`src/rtl/bcd_calendar_counter_pkg.sv`:
```
// Shared definitions for the century-clock date path: BCD types, month constants,
// weekday encoding and BCD arithmetic helpers.
package bcd_calendar_counter_pkg;

  typedef logic [3:0] bcd_digit_t;
  typedef logic [7:0] bcd_byte_t;

  localparam bcd_byte_t MON_JAN = 8'h01;
  localparam bcd_byte_t MON_FEB = 8'h02;
  localparam bcd_byte_t MON_MAR = 8'h03;
  localparam bcd_byte_t MON_APR = 8'h04;
  localparam bcd_byte_t MON_MAY = 8'h05;
  localparam bcd_byte_t MON_JUN = 8'h06;
  localparam bcd_byte_t MON_JUL = 8'h07;
  localparam bcd_byte_t MON_AUG = 8'h08;
  localparam bcd_byte_t MON_SEP = 8'h09;
  localparam bcd_byte_t MON_OCT = 8'h10;
  localparam bcd_byte_t MON_NOV = 8'h11;
  localparam bcd_byte_t MON_DEC = 8'h12;

  typedef enum logic [2:0] {
    WD_MON = 3'd0,
    WD_TUE = 3'd1,
    WD_WED = 3'd2,
    WD_THU = 3'd3,
    WD_FRI = 3'd4,
    WD_SAT = 3'd5,
    WD_SUN = 3'd6
  } wday_e;

  typedef struct packed {
    logic      carry;
    bcd_byte_t value;
  } bcd_inc_t;

  // Two-digit BCD increment; 99 wraps to 00 with carry set.
  function automatic bcd_inc_t bcd_inc8(input bcd_byte_t v);
    bcd_inc_t   r;
    bcd_digit_t ones;
    bcd_digit_t tens;
    ones    = v[3:0];
    tens    = v[7:4];
    r.carry = 1'b0;
    if (ones >= 4'd9) begin
      ones = 4'd0;
      if (tens >= 4'd9) begin
        tens    = 4'd0;
        r.carry = 1'b1;
      end else begin
        tens = tens + 4'd1;
      end
    end else begin
      ones = ones + 4'd1;
    end
    r.value = {tens, ones};
    return r;
  endfunction

  function automatic logic bcd_byte_ok(input bcd_byte_t v);
    return (v[7:4] <= 4'd9) && (v[3:0] <= 4'd9);
  endfunction

endpackage

```
`src/rtl/bcd_calendar_counter_month_length.sv`:
```
// Combinational month-length and leap-year decode for a BCD month/year pair.
// An out-of-range month yields a length of 00 so no day can be valid against it.
module bcd_month_length
  import bcd_calendar_counter_pkg::*;
(
  input  bcd_byte_t month_bcd,
  input  bcd_byte_t year_bcd,
  output bcd_byte_t days_in_month,
  output logic      leap
);

  bcd_digit_t tens;
  bcd_digit_t ones;

  assign tens = year_bcd[7:4];
  assign ones = year_bcd[3:0];

  // Divisibility by 4 decided on the decimal digits: 10*T+U is a multiple of 4
  // exactly when U is 0/4/8 with T even, or 2/6 with T odd.
  always_comb begin
    if (!tens[0]) begin
      leap = (ones == 4'd0) || (ones == 4'd4) || (ones == 4'd8);
    end else begin
      leap = (ones == 4'd2) || (ones == 4'd6);
    end
  end

  always_comb begin
    days_in_month = 8'h00;
    case (month_bcd)
      MON_JAN, MON_MAR, MON_MAY, MON_JUL,
      MON_AUG, MON_OCT, MON_DEC:          days_in_month = 8'h31;
      MON_APR, MON_JUN, MON_SEP, MON_NOV: days_in_month = 8'h30;
      MON_FEB:                            days_in_month = leap ? 8'h29 : 8'h28;
      default:                            days_in_month = 8'h00;
    endcase
  end

endmodule

```
`src/rtl/bcd_calendar_counter.sv`:
```
// BCD day/month/year and weekday register set, advanced by day_tick and
// loadable with a validated date. Pulses century_tick on 99 -> 00 rollover.
module bcd_calendar_counter
  import bcd_calendar_counter_pkg::*;
#(
  parameter logic [7:0] RESET_DAY   = 8'h01,
  parameter logic [7:0] RESET_MONTH = 8'h01,
  parameter logic [7:0] RESET_YEAR  = 8'h00,
  parameter logic [2:0] RESET_WDAY  = 3'd6
) (
  input  logic       clk,
  input  logic       rst_n,
  input  logic       day_tick,
  input  logic       load,
  input  logic [7:0] load_day,
  input  logic [7:0] load_month,
  input  logic [7:0] load_year,
  input  logic [2:0] load_wday,
  output logic [7:0] day_bcd,
  output logic [7:0] month_bcd,
  output logic [7:0] year_bcd,
  output logic [2:0] wday,
  output logic       leap_year,
  output logic       century_tick,
  output logic       load_err
);

  bcd_byte_t  day_q;
  bcd_byte_t  month_q;
  bcd_byte_t  year_q;
  logic [2:0] wday_q;
  logic       century_q;
  logic       err_q;

  bcd_byte_t  cur_dim;
  logic       cur_leap;
  bcd_byte_t  load_dim;
  logic       load_leap_unused;

  bcd_inc_t   day_inc;
  bcd_inc_t   month_inc;
  bcd_inc_t   year_inc;
  logic       day_wrap;
  logic       month_wrap;
  bcd_byte_t  day_next;
  bcd_byte_t  month_next;
  bcd_byte_t  year_next;
  logic [2:0] wday_next;
  logic       century_next;
  logic       load_ok;

  bcd_month_length u_cur_len (
    .month_bcd     (month_q),
    .year_bcd      (year_q),
    .days_in_month (cur_dim),
    .leap          (cur_leap)
  );

  bcd_month_length u_load_len (
    .month_bcd     (load_month),
    .year_bcd      (load_year),
    .days_in_month (load_dim),
    .leap          (load_leap_unused)
  );

  // Next date for a tick. ">=" on the day compare also recovers from any
  // day beyond the month length by wrapping to the 1st.
  always_comb begin
    day_inc      = bcd_inc8(day_q);
    month_inc    = bcd_inc8(month_q);
    year_inc     = bcd_inc8(year_q);
    day_wrap     = (day_q >= cur_dim) | day_inc.carry;
    month_wrap   = (month_q == MON_DEC) | month_inc.carry;
    day_next     = day_inc.value;
    month_next   = month_q;
    year_next    = year_q;
    century_next = 1'b0;
    if (day_wrap) begin
      day_next = 8'h01;
      if (month_wrap) begin
        month_next   = MON_JAN;
        year_next    = year_inc.value;
        century_next = year_inc.carry;
      end else begin
        month_next = month_inc.value;
      end
    end
    wday_next = (wday_q >= 3'(WD_SUN)) ? 3'd0 : wday_q + 3'd1;
  end

  // BCD bytes compare correctly as plain binary once each nibble is <= 9.
  always_comb begin
    load_ok = bcd_byte_ok(load_day) && bcd_byte_ok(load_month) && bcd_byte_ok(load_year)
              && (load_month >= MON_JAN) && (load_month <= MON_DEC)
              && (load_day >= 8'h01) && (load_day <= load_dim)
              && (load_wday <= 3'(WD_SUN));
  end

  // A load always wins over a simultaneous tick, whether or not it is accepted.
  always_ff @(posedge clk or negedge rst_n) begin
    if (!rst_n) begin
      day_q     <= RESET_DAY;
      month_q   <= RESET_MONTH;
      year_q    <= RESET_YEAR;
      wday_q    <= RESET_WDAY;
      century_q <= 1'b0;
      err_q     <= 1'b0;
    end else begin
      century_q <= 1'b0;
      err_q     <= 1'b0;
      if (load) begin
        if (load_ok) begin
          day_q   <= load_day;
          month_q <= load_month;
          year_q  <= load_year;
          wday_q  <= load_wday;
        end else begin
          err_q <= 1'b1;
        end
      end else if (day_tick) begin
        day_q     <= day_next;
        month_q   <= month_next;
        year_q    <= year_next;
        wday_q    <= wday_next;
        century_q <= century_next;
      end
    end
  end

  assign day_bcd      = day_q;
  assign month_bcd    = month_q;
  assign year_bcd     = year_q;
  assign wday         = wday_q;
  assign leap_year    = cur_leap;
  assign century_tick = century_q;
  assign load_err     = err_q;

endmodule

```
`config.mk`:
```
export PLATFORM = sky130hd
export DESIGN_NAME = bcd_calendar_counter
export DESIGN_NICKNAME = d
export VERILOG_FILES = /design/src/rtl/bcd_calendar_counter_pkg.sv /design/src/rtl/bcd_calendar_counter_month_length.sv /design/src/rtl/bcd_calendar_counter.sv
export SDC_FILE = /design/constraint.sdc
export NUM_CORES = 1
export LEC_CHECK = 0
export ABC_AREA = 1
export CAP_MARGIN = 15
export CORE_ASPECT_RATIO = 1.75
export CORE_MARGIN = 1.5
export CORE_UTILIZATION = 39
export CTS_CLUSTER_SIZE = 25
export DETAILED_ROUTE_END_ITERATION = 10
export HOLD_SLACK_MARGIN = 0.02
export PLACE_DENSITY = 0.67
export SYNTH_ARGS = -nofsm -noshare
export SYNTH_HDL_FRONTEND = slang
export SYNTH_SLANG_ARGS = --single-unit
```
`constraint.sdc`:
```
create_clock -name clk -period 2.9 [get_ports clk]
set_clock_uncertainty 0.15 [all_clocks]
set_input_delay 0.435 -clock clk [delete_from_list [all_inputs] [get_ports clk]]
set_output_delay 0.435 -clock clk [all_outputs]
set_load 0.05 [all_outputs]
```
# Yosys cells after proc, flatten, opt, wreduce, memory -nomap -nowiden
# Index checks and enable logic that the tools add are counted.
# op_classes
add_sub_neg,7
n_lt_le_gt_ge,19
eq_ne,33
muxes,45
bitwise,2
reduce_logical,34
# ops
op,count
two-way mux 8 bit,14
"equality test 8 x 3 -> 1 bit, second input constant",8
"equality test 8 x 5 -> 1 bit, second input constant",6
one-hot mux 8 bit (3 select lines),2
two-way mux 4 bit,9
"equality test 8 x 2 -> 1 bit, second input constant",4
"equality test 8 x 4 -> 1 bit, second input constant",4
"adder 4 x 1 -> 4 bit, second input constant",6
">= comparator 4 bit, second input constant",6
"<= comparator 4 bit, second input constant",6
"equality test 4 x 3 -> 1 bit, second input constant",4
"equality test 8 x 1 -> 1 bit, second input constant",2
">= comparator 8 x 1 -> 1 bit, second input constant",2
two-way mux 1 bit,16
OR reduction 7 bit,2
two-way mux 3 bit,4
logical AND 1 bit,10
"equality test 4 x 2 -> 1 bit, second input constant",2
"equality test 4 bit, second input constant",2
>= comparator 8 bit,1
"<= comparator 8 x 5 -> 1 bit, second input constant",1
<= comparator 8 bit,1
zero test 4 bit,2
AND reduction 4 bit,2
12 further kinds,24
# word_totals
register_bits,29
input_bits,31
out_inout_bits,30
word_cells,149

# Longest topological paths before layout
# logic_depth
ltp_word,11
depth_mapped,21
ltp_nobuf,21

# By module
# Synthesis repeated with hierarchy kept, for this count alone.
# hier_totals
hier_cells,495
hier_area_um2,3251.9
# by_module_without_submodules
module,n_inst,cells_each,area_per_inst_um2,seq_area_each_um2
bcd_calendar_counter,1,407,2798.9,730.7
bcd_month_length,2,44,226.5,0.0

# Least setup slack after synthesis
# Ideal clock, no wire load.
# synth_timing
kind,reg2reg
startpoint,register year_q[0] (netlist: year_bcd[0])
endpoint,register day_q[0] (netlist: day_bcd[0])
arrival_ns,3.370
required_ns,2.665
setup_slack_ns,-0.705
stages_incl_launch_ff,17
n_path_buf,1
period_less_slack_ns,3.605
cell_sequence,dfrtp_1 > inv_1 > ha_1 > nor2_1 > nor3_1 > nand2_1 > nand2_1 > ha_1 > nand2_1 > nor2_1 > nand2_1 > nand4_1 > buf_4 > inv_2 > o21ai_0 > nand3_1 > o21ai_0
# synth_between
elab_chain_cells,11
elab_cells_between_ends,16
cone_classes,1 x order compare; 4 x eq/ne; 6 x mux; 1 x bitwise; 4 x reduce/logical
# synth_rtl
element,line,source
start: declaration,bcd_calendar_counter.sv:30,bcd_byte_t year_q;
start signal: assignment,bcd_calendar_counter.sv:115,year_q <= load_year;
start signal: assignment,bcd_calendar_counter.sv:123,year_q <= year_next;
equality test 4 x 3 -> 1 bit / zero test 4 bit (equally long branches),bcd_calendar_counter_month_length.sv:22,leap = (ones == 4'd0) || (ones == 4'd4) || (ones == 4'd8);
logical OR 1 bit (2 in a row),bcd_calendar_counter_month_length.sv:22,
two-way mux 1 bit (*),bcd_calendar_counter_month_length.sv:21,if (!tens[0]) begin
net leap_year,bcd_calendar_counter.sv:23,"output logic leap_year,"
two-way mux 1 bit (*),bcd_calendar_counter_month_length.sv:34,MON_FEB: days_in_month = leap ? 8'h29 : 8'h28;
one-hot mux 8 bit (3 select lines) (*),bcd_calendar_counter_month_length.sv:30,case (month_bcd)
>= comparator 8 bit (*),bcd_calendar_counter.sv:72,day_wrap = (day_q >= cur_dim) | day_inc.carry;
bitwise OR 1 bit (*),bcd_calendar_counter.sv:72,
two-way mux 8 bit (*),bcd_calendar_counter.sv:78,if (day_wrap) begin
two-way mux 8 bit (*),bcd_calendar_counter.sv:120,end else if (day_tick) begin
two-way mux 8 bit (*),bcd_calendar_counter.sv:111,if (load) begin
end signal: assignment,bcd_calendar_counter.sv:113,day_q <= load_day;
end signal: assignment,bcd_calendar_counter.sv:121,day_q <= day_next;
end: declaration,bcd_calendar_counter.sv:28,bcd_byte_t day_q;
# Mark *: on every way through the listed nets, which the timed path passes. The rest lies on a longest branch. The select of a mux whose other input is x is not followed.
# A chain may end at the register's enable or synchronous reset.

# Final worst setup path
# layout_timing
startpoint,register month_q[5] (netlist: month_bcd[5])
endpoint,register year_q[7] (netlist: year_bcd[7])
# layout_between
elab_chain_cells,7
elab_cells_between_ends,24
cone_classes,2 x order compare; 12 x eq/ne; 3 x mux; 2 x bitwise; 5 x reduce/logical
# layout_rtl
element,line,source
start: declaration,bcd_calendar_counter.sv:29,bcd_byte_t month_q;
start signal: assignment,bcd_calendar_counter.sv:114,month_q <= load_month;
start signal: assignment,bcd_calendar_counter.sv:122,month_q <= month_next;
equality test 8 x 5 -> 1 bit (tied with other cells),"bcd_calendar_counter_month_length.sv:30, bcd_calendar_counter.sv:73",
OR reduction 7 bit / OR reduction 4 bit (equally long branches),bcd_calendar_counter_month_length.sv:30,
one-hot mux 8 bit (3 select lines),bcd_calendar_counter_month_length.sv:30,
>= comparator 8 bit,bcd_calendar_counter.sv:72,
bitwise OR 1 bit,bcd_calendar_counter.sv:72,
nonzero test 2 bit (no source line),-,
AND reduction 5 bit (no source line) (*),-,
# Mark *: on every way between the ends. The rest lies on a longest branch, timed or not.

==> metrics.txt <==
outcome=finished with violations; violated checks=setup timing; Synth top area share=a little under a quarter; area leader, netlist=dfrtp_1; post-synthesis register bit count=29; DRT Pass-1 Iters=4; slew margin rel.=approximately 65%; Tot Pwr=0.00479 W; RSZ-0062 raised after global routing=true; Critical Path RT=2.92 ns; Mapped Area=between 2000 and 3000 µm²; Root Driver=clkbuf_16; maximum buffer depth of the clock tree=2; Sequential cell area=741 µm²; Seq/Total Area, Yosys=between 20% and 30%; Post-synth EDFFs=0; Routed Antenna Nets=0; count of filler cells inserted in the layout=between 500 and 600; row count=39; diode count=0; Worst setup EP type=flip-flop; Reg clk slew, reported paths=0.06 ns; Die ar.=7380 µm²; critical path type=flip-flop to flip-flop; Critical Path AT=just over 3 ns; Die Width=65.6 µm; area delta synth->final=71.7%; YS warnings=0; Post-DP HPWL=between 6000 and 7000 µm; Top Metal Used=met4; first-pass GRT wire length=14000 µm; wire length on met2=5140 µm; Starting Density=40.6%; Core Region=6590 µm²; Worst Tran Pin Value=approximately 0.52 ns; DR WL met3=~430 µm; Main synth FF type=dfrtp_1; vias in the first global route=3095; commonest non-fill, non-tap cell in the layout=nand2_1; Max Freq=334 MHz; Cell variety after synth=between 40 and 50; post-place setup slack=-0.568 ns; GRT overflow=0; Starting DRT DRC Count=roughly 170; GRT Resource Usage Total=24.5%; largest net degree at the start of global routing=30; Max IR drop VDD=~0.7 mV; Final Wtd Congestion=0.917; min Tclk post-route=2.99 ns; H-tree lvl count=2; CTS Sinks=29; Mapped Avg Cell Area=6.96 µm²; post-route setup slack=-0.0913 ns; power density over the cells=between 1000 and 1500 nW/µm²; synth top area cells=dfrtp_1 23%, nand2_1 14%, ha_1 14%; Critical Path Fanout Max=4; initial antenna violation count=0; Max Cap Viol=0; met1 WL=3520 µm; CTS Buf Count=5; layout cells sized above 1=34.8%; hold crit path type=flip-flop to flip-flop; CTS tree=done; leakage power=~2.2 nW; Post-Syn Nets=roughly 450; startpoint types=flip-flop; Mapped Cells=384; Routed wire per std cell=15.8 µm; routed vias=3214; I/O Buffers=60; post-route clock period utilization=103%; asr flop ratio synth=100%; die height=113 µm; worst skew pair latency=0.28 ns; placed insts=567; area of the multi-input gates=around 2100 µm²; Final Hold Fails=0; final std cells w/o fill=about 610; Residual DRC=0; Ports=61; Via density=approximately 5.3; fin nets=583; drt total wl=~9500 µm; count of pins over their slew limit=0; commonest non-fill, non-tap cells in the layout=83 x nand2_1, 64 x buf_4, 52 x clkdlybuf4s50_1, 40 x inv_1, 23 x ha_1; final setup fails=22
cells by family after synthesis:
kind of cell,after synthesis,synth area share (%)
XOR/XNOR,11,3.60
AND/OR/NAND/NOR,184,30.8
adder cells (fa/ha/maj),30,14.0
AO/OA/AOI/OAI,67,14.7
flip-flops,29,27.3
buffers and inverters,63,9.50
power breakdown:
group	internal, W	leakage (nW)	switching [W]
clock	0.000491	0.0938	0.000203
combinational	0.00136	1.73	0.00196
sequential	0.000573	0.357	0.000205
area by class of cell:
type	instances	share of cell area (%)
sequential	29	16.1
clock buffer	5	2.73
inverter	57	5.15
multi-input combinational	292	45.8
tap	82	2.23
timing repair buffer	137	26.5
clock inverter	3	1.42
metrics by stage:
stage / util [%] / instance area (µm²) / hold slack [ns] / setup TNS, ns
floorplan: - / 2700 / -0.0106 / 0
global placement: 56.6 / 3730 / 0.342 / -12.21
detailed placement: 56.6 / 3730 / 0.358 / -13.87
CTS: 65.7 / 4330 / 0.369 / -0.574
global route: 69.7 / 4590 / 0.374 / -4.55
finish: 69.7 / 4590 / 0.363 / -1.31
worst paths after layout:
kind,slack [ns],end,cells after the start,start
worst max-delay path,-0.09,year_bcd[7],20,month_bcd[5]
worst min-delay path,0.36,wday[1],2,wday[1]
worst max register to register,-0.09,year_bcd[7],20,month_bcd[5]
worst min register to register,0.36,wday[1],2,wday[1]
max in group asynchronous,1.88,day_bcd[0],2,rst_n
min in group asynchronous,0.41,day_bcd[2],2,rst_n
sequential cells by signal, summed over array words and instances (netlist names):
signal / count
year_bcd: 8
month_bcd: 8
wday: 3
day_bcd: 8
century_tick: 1
load_err: 1
synth_stat cells, types with 5 or more instances:
cell	number
a21oi_1	7
nor3_1	5
ha_1	30
dfrtp_1	25
o21ai_0	34
nor2_1	29
inv_2	6
nand3_1	27
nand2_1	101
inv_1	50
xor2_1	6
o22ai_1	6
xnor2_1	5
nand4_1	10
critical path: stages, from the launching register on:
cell and delay, ns:
dfrtp_2 0.42, inv_4 0.08, ha_4 0.14, nand2_4 0.05, nor2_4 0.15, buf_6 0.12
nand3_1 0.08, o21ai_1 0.13, nor2_2 0.07, inv_2 0.08, nor3_2 0.04, ha_1 0.34
nand2_2 0.08, nor2_4 0.12, nand2_2 0.08, nand4_1 0.15, buf_4 0.14, buf_6 0.11
nand4_1 0.17, nand2_1 0.12, nand2_1 0.05
timing repair:
item / in CTS / in global routing
gates cloned: 1 / 0
hold buffers: 0 / 0
hold endpoints to repair: 0 / 0
gates resized for setup: 78 / 67
endpoints found under the setup margin: 27 / 28
pin swaps: 30 / 36
buffers inserted: 23 / 6
layer usage:
layer | up-vias | global-route usage (%)
met4 | 0 | 12.1
met3 | 36 | 3.51
met2 | 121 | 45.6
li1 | 1534 | -
met1 | 1523 | 26.0
met5 | - | 0
Note: power is estimated with default switching activity, not from simulation.
